File: src/rtl/divider_8by4.sv
// Sequential restoring divider, 8-bit dividend by 4-bit divisor.
// One quotient bit per cycle, valid/ready on both sides.
module divider_8by4 (
  input  logic       clock,
  input  logic       reset,
  input  logic       io_in_valid,
  output logic       io_in_ready,
  input  logic [7:0] io_dividend,
  input  logic [3:0] io_divisor,
  output logic       io_out_valid,
  input  logic       io_out_ready,
  output logic [7:0] io_quotient,
  output logic [3:0] io_remainder,
  output logic       io_divByZero
);

  typedef enum logic [1:0] {
    IDLE = 2'd0,
    BUSY = 2'd1,
    DONE = 2'd2
  } state_t;

  state_t     r_state, w_state_n;
  logic [7:0] r_q, w_q_n;
  logic [3:0] r_d, w_d_n;
  logic [3:0] r_r, w_r_n;
  logic [2:0] r_cnt, w_cnt_n;
  logic       r_dbz, w_dbz_n;

  logic [4:0] w_t;
  logic       w_ge;
  logic [3:0] w_diff;

  // R stays below D, so the 4 low bits of T-D are exact
  assign w_t    = {r_r, r_q[7]};
  assign w_ge   = (w_t >= {1'b0, r_d});
  assign w_diff = w_t[3:0] - r_d;

  always_ff @(posedge clock) begin
    if (reset) begin
      r_state <= IDLE;
      r_q     <= '0;
      r_d     <= '0;
      r_r     <= '0;
      r_cnt   <= '0;
      r_dbz   <= 1'b0;
    end else begin
      r_state <= w_state_n;
      r_q     <= w_q_n;
      r_d     <= w_d_n;
      r_r     <= w_r_n;
      r_cnt   <= w_cnt_n;
      r_dbz   <= w_dbz_n;
    end
  end

  always_comb begin
    w_state_n = r_state;
    w_q_n     = r_q;
    w_d_n     = r_d;
    w_r_n     = r_r;
    w_cnt_n   = r_cnt;
    w_dbz_n   = r_dbz;
    unique case (r_state)
      IDLE: begin
        if (io_in_valid) begin
          w_q_n   = io_dividend;
          w_d_n   = io_divisor;
          w_r_n   = '0;
          w_cnt_n = '0;
          if (io_divisor == 4'd0) begin
            w_q_n     = 8'hFF;
            w_r_n     = io_dividend[3:0];
            w_dbz_n   = 1'b1;
            w_state_n = DONE;
          end else begin
            w_dbz_n   = 1'b0;
            w_state_n = BUSY;
          end
        end
      end
      BUSY: begin
        w_q_n = {r_q[6:0], w_ge};
        w_r_n = w_ge ? w_diff : w_t[3:0];
        if (r_cnt == 3'd7) begin
          w_state_n = DONE;
        end else begin
          w_cnt_n = r_cnt + 3'd1;
        end
      end
      DONE: begin
        if (io_out_ready) begin
          w_state_n = IDLE;
        end
      end
      default: w_state_n = IDLE;
    endcase
  end

  assign io_in_ready  = (r_state == IDLE);
  assign io_out_valid = (r_state == DONE);
  assign io_quotient  = r_q;
  assign io_remainder = r_r;
  assign io_divByZero = r_dbz;

endmodule

File: config.mk
export PLATFORM = sky130hd
export DESIGN_NAME = divider_8by4
export DESIGN_NICKNAME = d
export VERILOG_FILES = /design/src/rtl/divider_8by4.sv
export SDC_FILE = /design/constraint.sdc
export NUM_CORES = 1
export LEC_CHECK = 0
export BUFFER_PORTS_ARGS = -buffer_cell sky130_fd_sc_hd__buf_4
export CAP_MARGIN = 40
export CELL_PAD_IN_SITES_DETAIL_PLACEMENT = 1
export CELL_PAD_IN_SITES_GLOBAL_PLACEMENT = 1
export CORE_MARGIN = 5
export CORE_UTILIZATION = 43
export CTS_BUF_LIST = sky130_fd_sc_hd__clkbuf_8
export CTS_CLUSTER_SIZE = 12
export DETAILED_ROUTE_END_ITERATION = 16
export GPL_TIMING_DRIVEN = 0
export PLACE_DENSITY_LB_ADDON = 0.12
export REMOVE_ABC_BUFFERS = 1
export SETUP_SLACK_MARGIN = 0.5
export SLEW_MARGIN = 20
export SYNTH_ARGS = -nofsm -noshare
export SYNTH_HDL_FRONTEND = slang
export SYNTH_SLANG_ARGS = --single-unit
File: constraint.sdc
create_clock -name clock -period 3.7 [get_ports clock]
set_clock_uncertainty 0.05 [all_clocks]
set_input_delay 0.37 -clock clock [delete_from_list [all_inputs] [get_ports clock]]
set_output_delay 0.37 -clock clock [all_outputs]
set_load 0.03 [all_outputs]
# Yosys cells after proc, flatten, opt, wreduce, memory -nomap -nowiden
# Cells that the tools add are included.
# Widths: inputs -> output; s select.
# word_totals
regBits	22
in_bits	16
output_inout_bits	15
word_cells	39
# op_classes
n_addsub	2
n_lt_le_gt_ge	1
n_eq_ne	7
n_mux	16
reduce_logical	7
# ops
op	n
$mux 8	2
$pmux 8 s2	1
$mux 4	3
$mux 2	4
$pmux 4 s2	1
$mux 3	2
$ne 2x2->1 const B	3
$pmux 2 s3	1
$pmux 3 s2	1
$reduce_and 3->1	2
$ge 5x4->1	1
$logic_not 4->1	1
$reduce_and 2->1	2
$sub 4x4->4	1
$add 3x1->3 const B	1
$eq 3x3->1 const B	1
$eq 2x1->1 const B	1
$eq 2x2->1 const B	1
$logic_not 2->1	1
$ne 2x1->1 const B	1
$reduce_bool 2->1	1
$mux 1	1

# Logic depth before layout (Yosys ltp)
# logic_depth
word_depth	4
depth_mapped	7
ltp_nobuf	6

# Worst setup path after synthesis
# No wires, ideal clock.
# synth_timing
path_kind	register to register
start	register r_q[7], in the netlist io_quotient[7]
end	register r_r[2], in the netlist io_remainder[2]
setup_ns	0.091
t_arrival_ns	1.749
t_required_ns	3.559
slack_ns	1.810
stages_incl_launch_ff	7
path_buffers	0
synth_period_minus_slack_ns	1.890
cell_sequence	dfxtp_1 inv_1 ha_1 fa_1 xor2_1 a211o_1 a311oi_1
# synth_between
elab_chain_cells	3
word_cells_on_any_way	4
classes_between	1 x add/sub; 1 x order compare; 2 x mux
# synth_lines
item	line_no	text
start: declaration	24	logic [7:0] r_q, w_q_n;
start signal: assignment	49	r_q <= w_q_n;
$sub 4x4->4 or $ge 5x4->1 (tied branches)	37, 36	
$mux 4 (*)	84	w_r_n = w_ge ? w_diff : w_t[3:0];
$pmux 4 s2 (*)	64	unique case (r_state)
end signal: assignment	51	r_r <= w_r_n;
end: declaration	26	logic [3:0] r_r, w_r_n;
# Every way passes the cells marked *; elsewhere a longest branch is shown, timed or not.
# A chain may end at the register's enable or synchronous reset.

# Worst setup path after layout
# layout_timing
start	register r_state[1]
end	output port io_out_valid
# layout_between
elab_chain_cells	1
# layout_lines
item	line_no	text
start: declaration	23	state_t r_state, w_state_n;
start signal: assignment	48	r_state <= w_state_n;
$eq 2x2->1	101	assign io_out_valid = (r_state == DONE);
end: declaration	10	output logic io_out_valid,
# Every way passes these cells.

==> impl_metrics.yaml <==
hold_path:
  holdPathStages: 3
  hold_class: "input pin to flip-flop"
  hp-start: "io_divisor[0]"
  hold_end: "r_d[0]$_SDFFE_PP0P_"
sta:
  grt_setup_unrepaired: "no"
  hold_viol_final: 0
  slew_headroom: 0.543
  max_freq_mhz: 526
  finalSetupViolCount: 0
  tns_ns: 0
  period_share: 0.514
  fin_ws_ns: 1.80
  worst_slew_pin_slew_ns: 0.684
  drv_slew: 0
  fin_crit_ns: 1.90
placed_design:
  dp_slack_ns: 1.83
  dp_hpwl_microns: 2620
  portBuffers: 30
  gp_congestion: 0.804
  postPlaceCellArea_sq_um: 1470
setup_path:
  r2r-start: "r_state[0]$_SDFFE_PP0P_"
  r2r_cells: 3
  path_max_fanout: 12
  start_kind: "flip-flop"
  end_kind: "primary output"
  r2r-end: "io_remainder[1]$_SDFFE_PP0P_"
  path_class: "flip-flop to primary output"
  worstPathRequired_ns: 3.28
  critPathArrivalTime_ns: 1.48
  r2r_slack_ns: 1.81
routing:
  drc: 0
  drt_wl_total_microns: 3350
  drt_first_iter_violations: 33
  highest_layer: "met4"
  wl_met3_microns: 125
  wl_met2_microns: 1740
  vias: 1233
  wl_per_cell_microns: 15.9
  m1WireLength_microns: 1450
  detail-route-antenna-nets: 0
  drt_first_pass_iters: 4
  routed_via_density: 5.87
layout:
  drive_gt1_frac: 0.246
  postLayoutCoreUtil: 0.552
  final_cell_area_sq_um: 1540
  nNetsFinal: 203
  antenna_cells: 0
  area_growth_pct: 22.7
die:
  die-width_microns: 64.0
  die_h_microns: 64.0
  num_rows: 19
  die_area_sq_um: 4090
  io_pins: 31
  core_area_sq_um: 2780
  initial_core_util: 0.450
synthesis:
  yosysWarnings: 0
  synth_compound_area_frac: 0.258
  yosys.area_share.xor_xnor: 0.00699
  synth_largest_area_cell: "dfxtp_1"
  synthMuxAreaShare: 0.00799
  synthAdderAreaFrac: 0.0759
  yosys.area_share.simple: 0.228
  ys_ff_latch: 22
  yosysSeqAreaShare: 0.352
  syn_area_sq_um: 1250
  avgSynthCellArea_sq_um: 8.24
  synth_top_area_share: 0.352
  synth_edf_count: 0
  synthTopCellsByArea: "dfxtp_1 (35%), a21oi_1 (8.8%), ha_1 (6.0%)"
  synth_flop_cell: "dfxtp_1"
  synth_top_family_by_area: "compound AO/OA/AOI/OAI gates"
  yosysUniqueCellTypes: 42
  synth_common_cells: "a21oi_1 (22), dfxtp_1 (22), nand2_1 (15)"
  async_flop_share: 0
  syn-instance-count: 152
flow_run:
  drv_cap: 0
clock_tree:
  cts_resized: 0
  cts_max_path_buffers: 2
  clk_latency_ns: 0.26
  post_cts_buffers: 0
  cts_buffers: 3
  htreeDepth: 1
  path_clk_slew_ns: 0.08
  holdBufCountCts: 0
  cts_root_buffer: "clkbuf_8"
  clock_sinks: 22
  cts_tree: "yes"
grt:
  grtUsageTotal: 0.173
  grt_pass1_vias: 1352
  grt_max_degree: 23
  grt_pass1_wl_microns: 5880
  grt_antenna_before_repair: 0
  overflow: 0
power:
  clkPwrFrac: 0.297
  leakagePower_nw: 0.629
  seq_power_share: 0.380
  p_sw_frac: 0.338
  switching_power_w: 0.000256
  combPwrFrac: 0.323
  p_per_area_nw_per_um2: 493
  intPower_w: 0.000501
  peakVddDrop_mv: 0.241
run_status:
  status: "finished clean"
==> per-layer routing <==
metal	vias up	track usage
met5	-	0
met4	0	0.0545
met3	5	0.0228
met2	25	0.325
met1	604	0.200
li1	599	-
==> stage by stage <==
stage	power, W	cells	hold WS, ns
after CTS	0.000763	210	0.308
after global routing	0.000802	210	0.319
after detailed placement	0.000538	206	0.404
final	0.000757	210	0.309
after floorplan	0.000449	144	0.380
after global placement	0.000527	205	0.396
==> registers in the layout, indices dropped and copies added (netlist names) <==
signal and flops:
io_remainder 4, r_d 4, r_state 2, io_quotient 8, r_cnt 3, io_divByZero 1
==> logic make-up after synthesis <==
logic type | Yosys count
AO/OA/AOI/OAI | 49
XOR/XNOR | 1
adder cells (fa/ha/maj) | 7
buffers and inverters | 17
flip-flops | 22
multiplexers | 1
AND/OR/NAND/NOR | 55
==> critical path, stage by stage, from the launching register on <==
cell,delay [ns]
dfxtp_1,0.59
inv_1,0.23
nor2_1,0.21
buf_4,0.19
==> worst max-delay path by stage <==
stage	cells past startpoint	slack [ns]	startpoint	endpoint
floorplan	6	1.81	io_quotient[7]$_SDFFE_PP0P_	io_remainder[2]$_SDFFE_PP0P_
CTS	3	1.81	r_state[1]$_SDFFE_PP0P_	io_out_valid
detailed placement	3	1.83	r_state[0]$_SDFFE_PP0P_	io_remainder[1]$_SDFFE_PP0P_
global placement	5	1.59	io_divisor[3]	io_remainder[0]$_SDFFE_PP0P_
finish	3	1.80	r_state[1]$_SDFFE_PP0P_	io_out_valid
global route	3	1.63	r_state[0]$_SDFFE_PP0P_	io_remainder[0]$_SDFFE_PP0P_
==> cells in the final DEF, fill, tap and decap left out, types with 4 or more instances in the layout <==
| cell | n |
|---|---|
| a21oi_1 | 22 |
| nand4_1 | 4 |
| ha_1 | 6 |
| a22oi_1 | 5 |
| nand2_1 | 15 |
| nor2_1 | 14 |
| dfxtp_1 | 22 |
| buf_4 | 30 |
| nor3_1 | 4 |
| o211ai_1 | 4 |
| inv_1 | 9 |
==> final cells by class <==
type / count / area (sq um)
Fill cell: 348 / 1240
Multi-Input combinational cell: 113 / 722
Sequential cell: 22 / 440
Timing Repair Buffer: 31 / 230
Clock buffer: 3 / 41.3
Tap cell: 31 / 38.8
Inverter: 9 / 33.8
Clock inverter: 1 / 30.0
==> power groups by stage <==
stage / combinational [W] / clock (W) / sequential [W]
2_1_floorplan: 0.000131 / 0 / 0.000317
3_3_place_gp: 0.000235 / 0 / 0.000292
3_5_place_dp: 0.000244 / 0 / 0.000293
4_1_cts: 0.000246 / 0.000230 / 0.000288
5_1_grt: 0.000268 / 0.000241 / 0.000293
6_report: 0.000245 / 0.000225 / 0.000288
(Power assumes the default switching activity.)
